### config.mk
export PLATFORM = sky130hd
export DESIGN_NAME = keyboard_debounce_multi
export DESIGN_NICKNAME = d
export VERILOG_FILES = /design/src/rtl/keyboard_debounce_multi.sv
export SDC_FILE = /design/constraint.sdc
export NUM_CORES = 1
export LEC_CHECK = 0
export CAP_MARGIN = 30
export CORE_MARGIN = 5
export CORE_UTILIZATION = 30
export DETAILED_ROUTE_END_ITERATION = 16
export GPL_TIMING_DRIVEN = 0
export HOLD_SLACK_MARGIN = 0.05
export PLACE_DENSITY = 0.51
export RECOVER_POWER = 50
export SLEW_MARGIN = 20
export SYNTH_ARGS = -nofsm -noshare
export SYNTH_HDL_FRONTEND = slang
export SYNTH_SLANG_ARGS = --single-unit
### constraint.sdc
create_clock -name BasysCLK -period 3.4 [get_ports BasysCLK]
set_clock_uncertainty 0.2 [all_clocks]
set_input_delay 0.34 -clock BasysCLK [delete_from_list [all_inputs] [get_ports BasysCLK]]
set_output_delay 0.34 -clock BasysCLK [all_outputs]
set_load 0.01 [all_outputs]
### src/rtl/keyboard_debounce_multi.sv
// ---------------------------------------------------------------------------
// keyboard_debounce_multi
//
// Multi-channel push-button front end for the Basys3 board. Each raw button
// is brought into the BasysCLK domain with a two-flop synchroniser and then
// debounced with its own stability counter. The block reports the debounced
// level of every channel, one-cycle press and release pulses, and a
// priority-encoded code for the lowest-numbered key that was just pressed.
// Any ReleasePulse bit is clean enough to drive a CPU single-step directly.
//
// Optional feature (macro KEYBOARD_REPEAT_EN):
//   When defined, every channel gains an auto-repeat FSM. A held key emits
//   extra PressPulse pulses, the first REPEAT_DELAY cycles after the original
//   press and then one every REPEAT_PERIOD cycles until the key is released.
//   When undefined, PressPulse fires once per debounced press and the
//   REPEAT_* parameters have no effect.
//
// Parameters:
//   N               number of button channels (1..16)
//   DEBOUNCE_CYCLES consecutive stable synchronised samples needed to accept
//                   a level change (>= 1)
//   REPEAT_DELAY    hold time before the first auto-repeat pulse (>= 1)
//   REPEAT_PERIOD   spacing of later auto-repeat pulses (>= 1)
//
// Ports:
//   BasysCLK      in   1      board clock, all state updates on rising edge
//   Reset         in   1      asynchronous, active-high reset
//   Button        in   N      raw, asynchronous, bouncing button levels
//   Stable        out  N      debounced level per channel
//   PressPulse    out  N      one-cycle pulse when Stable rises (plus repeats)
//   ReleasePulse  out  N      one-cycle pulse when Stable falls
//   KeyValid      out  1      OR of all PressPulse bits
//   KeyCode       out  KW     lowest index with PressPulse high, else 0
//                             (KW = clog2(N), minimum 1)
//
// Timing: a change on Button that arrives before edge 0 and then holds shows
// up on Stable (together with its pulse) at edge 2+DEBOUNCE_CYCLES. The extra
// edge beyond the synchroniser and counter comes from registering Stable and
// the pulses together, so a pulse is always aligned with the Stable change it
// reports.
// ---------------------------------------------------------------------------
module keyboard_debounce_multi #(
  parameter int N               = 4,
  parameter int DEBOUNCE_CYCLES = 100000,
  parameter int REPEAT_DELAY    = 50000000,
  parameter int REPEAT_PERIOD   = 10000000
) (
  input  logic                                BasysCLK,
  input  logic                                Reset,
  input  logic [N-1:0]                        Button,
  output logic [N-1:0]                        Stable,
  output logic [N-1:0]                        PressPulse,
  output logic [N-1:0]                        ReleasePulse,
  output logic                                KeyValid,
  output logic [((N > 1) ? $clog2(N) : 1)-1:0] KeyCode
);

  localparam int KW = (N > 1) ? $clog2(N) : 1;
  localparam int CW = $clog2(DEBOUNCE_CYCLES + 1);
  localparam logic [CW-1:0] CNT_LAST = CW'(DEBOUNCE_CYCLES - 1);

`ifdef KEYBOARD_REPEAT_EN
  localparam int RMAX = (REPEAT_DELAY > REPEAT_PERIOD) ? REPEAT_DELAY : REPEAT_PERIOD;
  localparam int RW   = $clog2(RMAX + 1);
  localparam logic [RW-1:0] DLY_LAST = RW'(REPEAT_DELAY - 1);
  localparam logic [RW-1:0] PER_LAST = RW'(REPEAT_PERIOD - 1);

  typedef enum logic [1:0] {
    RPT_IDLE   = 2'd0,
    RPT_DELAY  = 2'd1,
    RPT_REPEAT = 2'd2
  } rptState_e;
`else
  logic unusedRepeatParams;
  assign unusedRepeatParams = ^{REPEAT_DELAY, REPEAT_PERIOD};
`endif

  for (genvar gi = 0; gi < N; gi++) begin : gChan
    logic          s1_q;
    logic          s2_q;
    logic          deb_q;
    logic          deb_d;
    logic [CW-1:0] cnt_q;
    logic [CW-1:0] cnt_d;
    logic          stable_q;
    logic          press_q;
    logic          press_d;
    logic          release_q;
    logic          release_d;
    logic          riseEvt;
    logic          fallEvt;
    logic          repeatFire;

    // Synchroniser, debounce state and the output register stage.
    // deb_q is the accepted level; stable_q trails it by one cycle so that
    // the pulses below land in the same cycle as the Stable change.
    always_ff @(posedge BasysCLK or posedge Reset) begin
      if (Reset) begin
        s1_q      <= 1'b0;
        s2_q      <= 1'b0;
        deb_q     <= 1'b0;
        cnt_q     <= '0;
        stable_q  <= 1'b0;
        press_q   <= 1'b0;
        release_q <= 1'b0;
      end else begin
        s1_q      <= Button[gi];
        s2_q      <= s1_q;
        deb_q     <= deb_d;
        cnt_q     <= cnt_d;
        stable_q  <= deb_q;
        press_q   <= press_d;
        release_q <= release_d;
      end
    end

    // Stability counter: any sample matching the accepted level restarts the
    // count, so the counter stops at CNT_LAST and can never wrap.
    always_comb begin
      cnt_d = '0;
      deb_d = deb_q;
      if (s2_q != deb_q) begin
        if (cnt_q == CNT_LAST) begin
          deb_d = ~deb_q;
        end else begin
          cnt_d = cnt_q + 1'b1;
        end
      end
    end

    assign riseEvt = deb_q & ~stable_q;
    assign fallEvt = ~deb_q & stable_q;

`ifdef KEYBOARD_REPEAT_EN
    rptState_e     state_q;
    rptState_e     state_d;
    logic [RW-1:0] rcnt_q;
    logic [RW-1:0] rcnt_d;

    always_ff @(posedge BasysCLK or posedge Reset) begin
      if (Reset) begin
        state_q <= RPT_IDLE;
        rcnt_q  <= '0;
      end else begin
        state_q <= state_d;
        rcnt_q  <= rcnt_d;
      end
    end

    // The FSM leaves IDLE in the same cycle the original press pulse is
    // registered, so counting starts from that pulse. A release always wins
    // over a repeat that would otherwise fire in the same cycle.
    always_comb begin
      state_d    = state_q;
      rcnt_d     = rcnt_q;
      repeatFire = 1'b0;
      case (state_q)
        RPT_IDLE: begin
          if (riseEvt) begin
            state_d = RPT_DELAY;
            rcnt_d  = '0;
          end
        end
        RPT_DELAY: begin
          if (fallEvt) begin
            state_d = RPT_IDLE;
            rcnt_d  = '0;
          end else if (rcnt_q == DLY_LAST) begin
            state_d    = RPT_REPEAT;
            rcnt_d     = '0;
            repeatFire = 1'b1;
          end else begin
            rcnt_d = rcnt_q + 1'b1;
          end
        end
        RPT_REPEAT: begin
          if (fallEvt) begin
            state_d = RPT_IDLE;
            rcnt_d  = '0;
          end else if (rcnt_q == PER_LAST) begin
            rcnt_d     = '0;
            repeatFire = 1'b1;
          end else begin
            rcnt_d = rcnt_q + 1'b1;
          end
        end
        default: begin
          state_d = RPT_IDLE;
          rcnt_d  = '0;
        end
      endcase
    end
`else
    assign repeatFire = 1'b0;
`endif

    assign press_d   = riseEvt | repeatFire;
    assign release_d = fallEvt;

    assign Stable[gi]       = stable_q;
    assign PressPulse[gi]   = press_q;
    assign ReleasePulse[gi] = release_q;
  end

  // Key reporting works straight off the registered pulses; scanning from
  // the top down lets the lowest set index overwrite the others.
  always_comb begin
    KeyValid = |PressPulse;
    KeyCode  = '0;
    for (int i = N - 1; i >= 0; i--) begin
      if (PressPulse[i]) begin
        KeyCode = KW'(i);
      end
    end
  end

endmodule

# After elaboration in Yosys (flattened, before gate mapping)

Index checks and enable logic that the tools add are counted.

Logic and storage cells: 73
Register bits: 92

Add/subtract/negate cells: 4
Reduce and logical (&&, ||, !) cells: 5
Muxes and demuxes: 12
Bitwise logic cells: 16
Equal/unequal tests: 8

Operators by type and width:

| operator                                                         | number |
|---|---|
| 17-bit 2-to-1 mux                                                | 8 |
| 17-bit by 1-bit adder with 17-bit output (second input constant) | 4 |
| 17-bit == test (second input constant)                           | 4 |
| 1-bit AND                                                        | 8 |
| 2-bit 2-to-1 mux                                                 | 4 |
| 1-bit NOT                                                        | 8 |
| 2-bit AND reduction                                              | 4 |
| 1-bit inequality test                                            | 4 |
| 4-bit OR reduction                                               | 1 |

# Logic depth before layout (Yosys ltp)

Depth in word-level cells: 4
Depth in mapped cells: 6
Gate-level depth less buffers: 5

# Least setup slack after synthesis

Ideal clock, no wire load.

Path kind: reg-to-reg
Start point: reg gChan[3].cnt_q[0]
End point: reg gChan[3].cnt_q[10]
Stages on the path, launching flop included: 7
Library setup time: 0.121 ns
Arrival: 1.552 ns
Path slack: 1.527 ns
Period minus slack after synthesis: 1.873 ns
Cells stage by stage: dfrtp_1 > ha_1 > and4_1 > nand2_1 > o31ai_4 > buf_2 > nor2_1

Word-level cells in the longest chain between the ends: 3
Elaborated cells on any way between the ends: 4
Those cells by class: add/sub: 1; eq/ne: 1; mux: 2

RTL lines:

| element                                                                    | line     | text |
|---|---|---|
| start: declaration                                                         | 83       | `logic [CW-1:0] cnt_q;` |
| start signal: assignment                                                   | 110      | `cnt_q <= cnt_d;` |
| 17-bit by 1-bit adder with 17-bit output or 17-bit == test (tied branches) | 126, 123 |  |
| 17-bit 2-to-1 mux (*)                                                      | 123      | `if (cnt_q == CNT_LAST) begin` |
| 17-bit 2-to-1 mux (*)                                                      | 122      | `if (s2_q != deb_q) begin` |
| named net gChan[3].cnt_d[10]                                               | 84       | `logic [CW-1:0] cnt_d;` |

Mark *: on every way through the listed nets, which the timed path passes. The rest lies on a longest branch.
A chain may end at the register's enable or synchronous reset.

# Final worst setup path

Start point: reg gChan[1].cnt_q[0]
End point: reg gChan[1].cnt_q[9]

Word-level cells in the longest chain between the ends: 3
Elaborated cells on any way between the ends: 4
Those cells by class: add/sub: 1; eq/ne: 1; mux: 2

RTL lines:

| element                                                                    | line |
|---|---|
| start: declaration                                                         | 83 |
| start signal: assignment                                                   | 110 |
| 17-bit by 1-bit adder with 17-bit output or 17-bit == test (tied branches) | 126, 123 |
| 17-bit 2-to-1 mux (*)                                                      | 123 |
| 17-bit 2-to-1 mux (*)                                                      | 122 |
| named net gChan[1].cnt_d[9]                                                | 84 |

Marked as above.

==> results.ini <==
[status]
status=complete, but fails checks
failed_checks=capacitance limit, slew limit

[placed_design]
gp_congestion=0.766
place_hpwl_um=5250
port_buffers=20

[logic_synthesis]
yosys.cell_count.top_type=dfrtp_1
synthFlopType=dfrtp_1
ys_ff_latch=92
ys_seq_area_share_pct=54.5
yosys_warnings=0
synthCells=407
syn_nets=417
async_reset_ff_share_pct=100
ys_types=35
netlist_top_cells_area=dfrtp_1, xnor2_1, nor2_1
synth_top_cell_by_area=dfrtp_1
syn_area_per_cell_um2=10.4
synth_top_area_share_pct=54.5
synth_edf_count=0
synth.cell_area_um2=4230
synth_commonest_cells=dfrtp_1, nor2_1, xnor2_1, nand4_1, nand2_1

[route]
wl_per_cell_um=12.5
dr.pass1.iters=4
avgViaCountPerCell=4.64
wl_um=7770
via_count=2898
ant_nets=0
route.detailed.drc=0
drtIter0Drc=202

[global_route]
grt.total_usage_pct=10.2
grt.overflow.total=0
antenna_found_initial=0
grt_max_degree=58
grt_pass1_wl_um=13800
grt_pass1_vias=2833

[critical_path]
slowest_delay_ns=0.41
end_kind=flop
cp-start-kind=flop
path_class=flop to flop
cp_cell_sequence=ha_1 > nand4_1 > or2_1 > o21ai_2 > buf_4 > nor2_1
required_ns=3.43
critPathMaxFanout=10
critPathSlowestCell=dfrtp_1
crit_arrival_ns=2.15

[sta]
rsz0062_at_grt=no
relSlewSlack_pct=-12.4
finalCritPeriodShare_pct=62.5
fin_crit_ns=2.13
finalHoldViolations=0
max_freq_ghz=0.470
drv_slew=36
worstMarginPinSlew_ns=1.68
setup_viol=0
fin_hold_ws_ns=0.148

[die]
dieArea_um2=16600
core_um2=13800
initial_core_util_pct=30.6
rows=43
dieHeight_um=129
die_w_um=129
io_pins=21

[power]
p_leak_nw=2.01
power.total_mw=2.15
ir_drop_uv=188
power_density_nw_per_um2=433

[clock_network]
clkSlewWorstSetupHoldPaths_ns=0.06
cts_sinks=92
clock_latency_ns=0.34
post_cts_buffers=0
clk_path_buf_depth=2
htree_levels=3
holdBufCountCts=0
tritoncts=done
cts_root_buffer=clkbuf_16
numCtsBuffers=9
cts-resized-gates=0

[cells_and_area]
drive_gt1_share_pct=9.68
antenna_cells=0
area_delta_synth_final_pct=17.6
fin_nets=449

[min_path]
min_path_type=flop to flop

[job]
cap_violations=1

## state kept, by name, summed over array words and instances, names as in the netlist
register	count
gChan.cnt_q	68
gChan.deb_q	4
gChan.press_q	4
gChan.release_q	4
gChan.s1_q	4
gChan.s2_q	4
gChan.stable_q	4
## layout make-up
type                            count  area, um^2
Multi-Input combinational cell    287        1760
Timing Repair Buffer               21         228
Buffer                             20         129
Tap cell                          180         225
Clock inverter                      5        36.3
Fill cell                        1354        8860
Sequential cell                    92        2300
Clock buffer                       11         253
Inverter                            8        31.3
## layer usage
layer	global-route usage [%]	part of all wire [%]
met3	2.53	3.9
met2	15.5	45
met5	0	0
met4	4.08	1.5
met1	13.9	50
## final timing paths
path,from,end,slack [ns],depth (start not counted)
max in group asynchronous,Reset,gChan[3].cnt_q[1]$_DFF_PP0_,1.45,3
worst min register to register,gChan[3].s1_q$_DFF_PP0_,gChan[3].s2_q$_DFF_PP0_,0.15,0
worst max-delay path,gChan[1].cnt_q[0]$_DFF_PP0_,gChan[1].cnt_q[9]$_DFF_PP0_,1.27,6
min in group asynchronous,Reset,gChan[0].cnt_q[15]$_DFF_PP0_,0.67,2
worst min-delay path,gChan[3].s1_q$_DFF_PP0_,gChan[3].s2_q$_DFF_PP0_,0.15,0
worst max register to register,gChan[1].cnt_q[0]$_DFF_PP0_,gChan[1].cnt_q[9]$_DFF_PP0_,1.27,6
## report_power, final
group / switching [mW] / internal (mW) / total, mW
combinational: 0.0509 / 0.0241 / 0.0749
clock: 0.417 / 0.535 / 0.952
sequential: 0.0153 / 1.11 / 1.13
total: 0.483 / 1.67 / 2.15
## logic make-up (layout without fill, tap and decap cells)
family | after synthesis | count (layout) | share of synthesized area (%)
buf+inv | 28 | 65 | 3.76
mux | 4 | 4 | 1.07
simple gates | 208 | 208 | 25.0
fa+ha+maj | 4 | 4 | 1.18
compound gates | 10 | 10 | 1.84
xor+xnor | 61 | 61 | 12.6
flops | 92 | 92 | 54.5
## per-stage QoR
| stage | utilization, % | instance area [um^2] | setup slack [ns] | cells | TNS [ns] |
|---|---|---|---|---|---|
| floorplan | - | 4230 | 0.468 | 407 | 0 |
| global route | 35.9 | 4970 | 1.07 | 624 | 0 |
| detailed placement | 33.9 | 4680 | 1.25 | 608 | 0 |
| finish | 35.9 | 4970 | 1.27 | 624 | 0 |
| global placement | 33.6 | 4650 | -1.04 | 607 | -94.67 |
| CTS | 36.0 | 4970 | 1.23 | 624 | 0 |
## cell usage in the layout, fill, tap and decap left out, drive strengths merged
cell           count
or3                2
xnor2             43
clkbuf            14
nand2             25
and2               3
ha                 4
a41o               1
nand4bb            1
nor4bb             2
o21ai              3
clkinv             2
mux2               4
nor4              19
nand4             26
or2                2
inv                7
dfrtp             92
a21oi              4
or4                1
nor3              18
nor2b              8
buf               18
and4               4
clkinvlp           4
nand4b             1
clkdlybuf4s50     15
nand3             21
nor2              69
xor2              18
dlygate4sd3        5
nor4b              3
o31ai              2
and3               3
## worst max-delay path: cells and delay by family, from the launching register on
kind / cells / cell delay (ns)
compound gates: 1 / 0.30
simple gates: 3 / 0.61
flops: 1 / 0.41
buf+inv: 1 / 0.24
fa+ha+maj: 1 / 0.26
(Power assumes the default switching activity.)
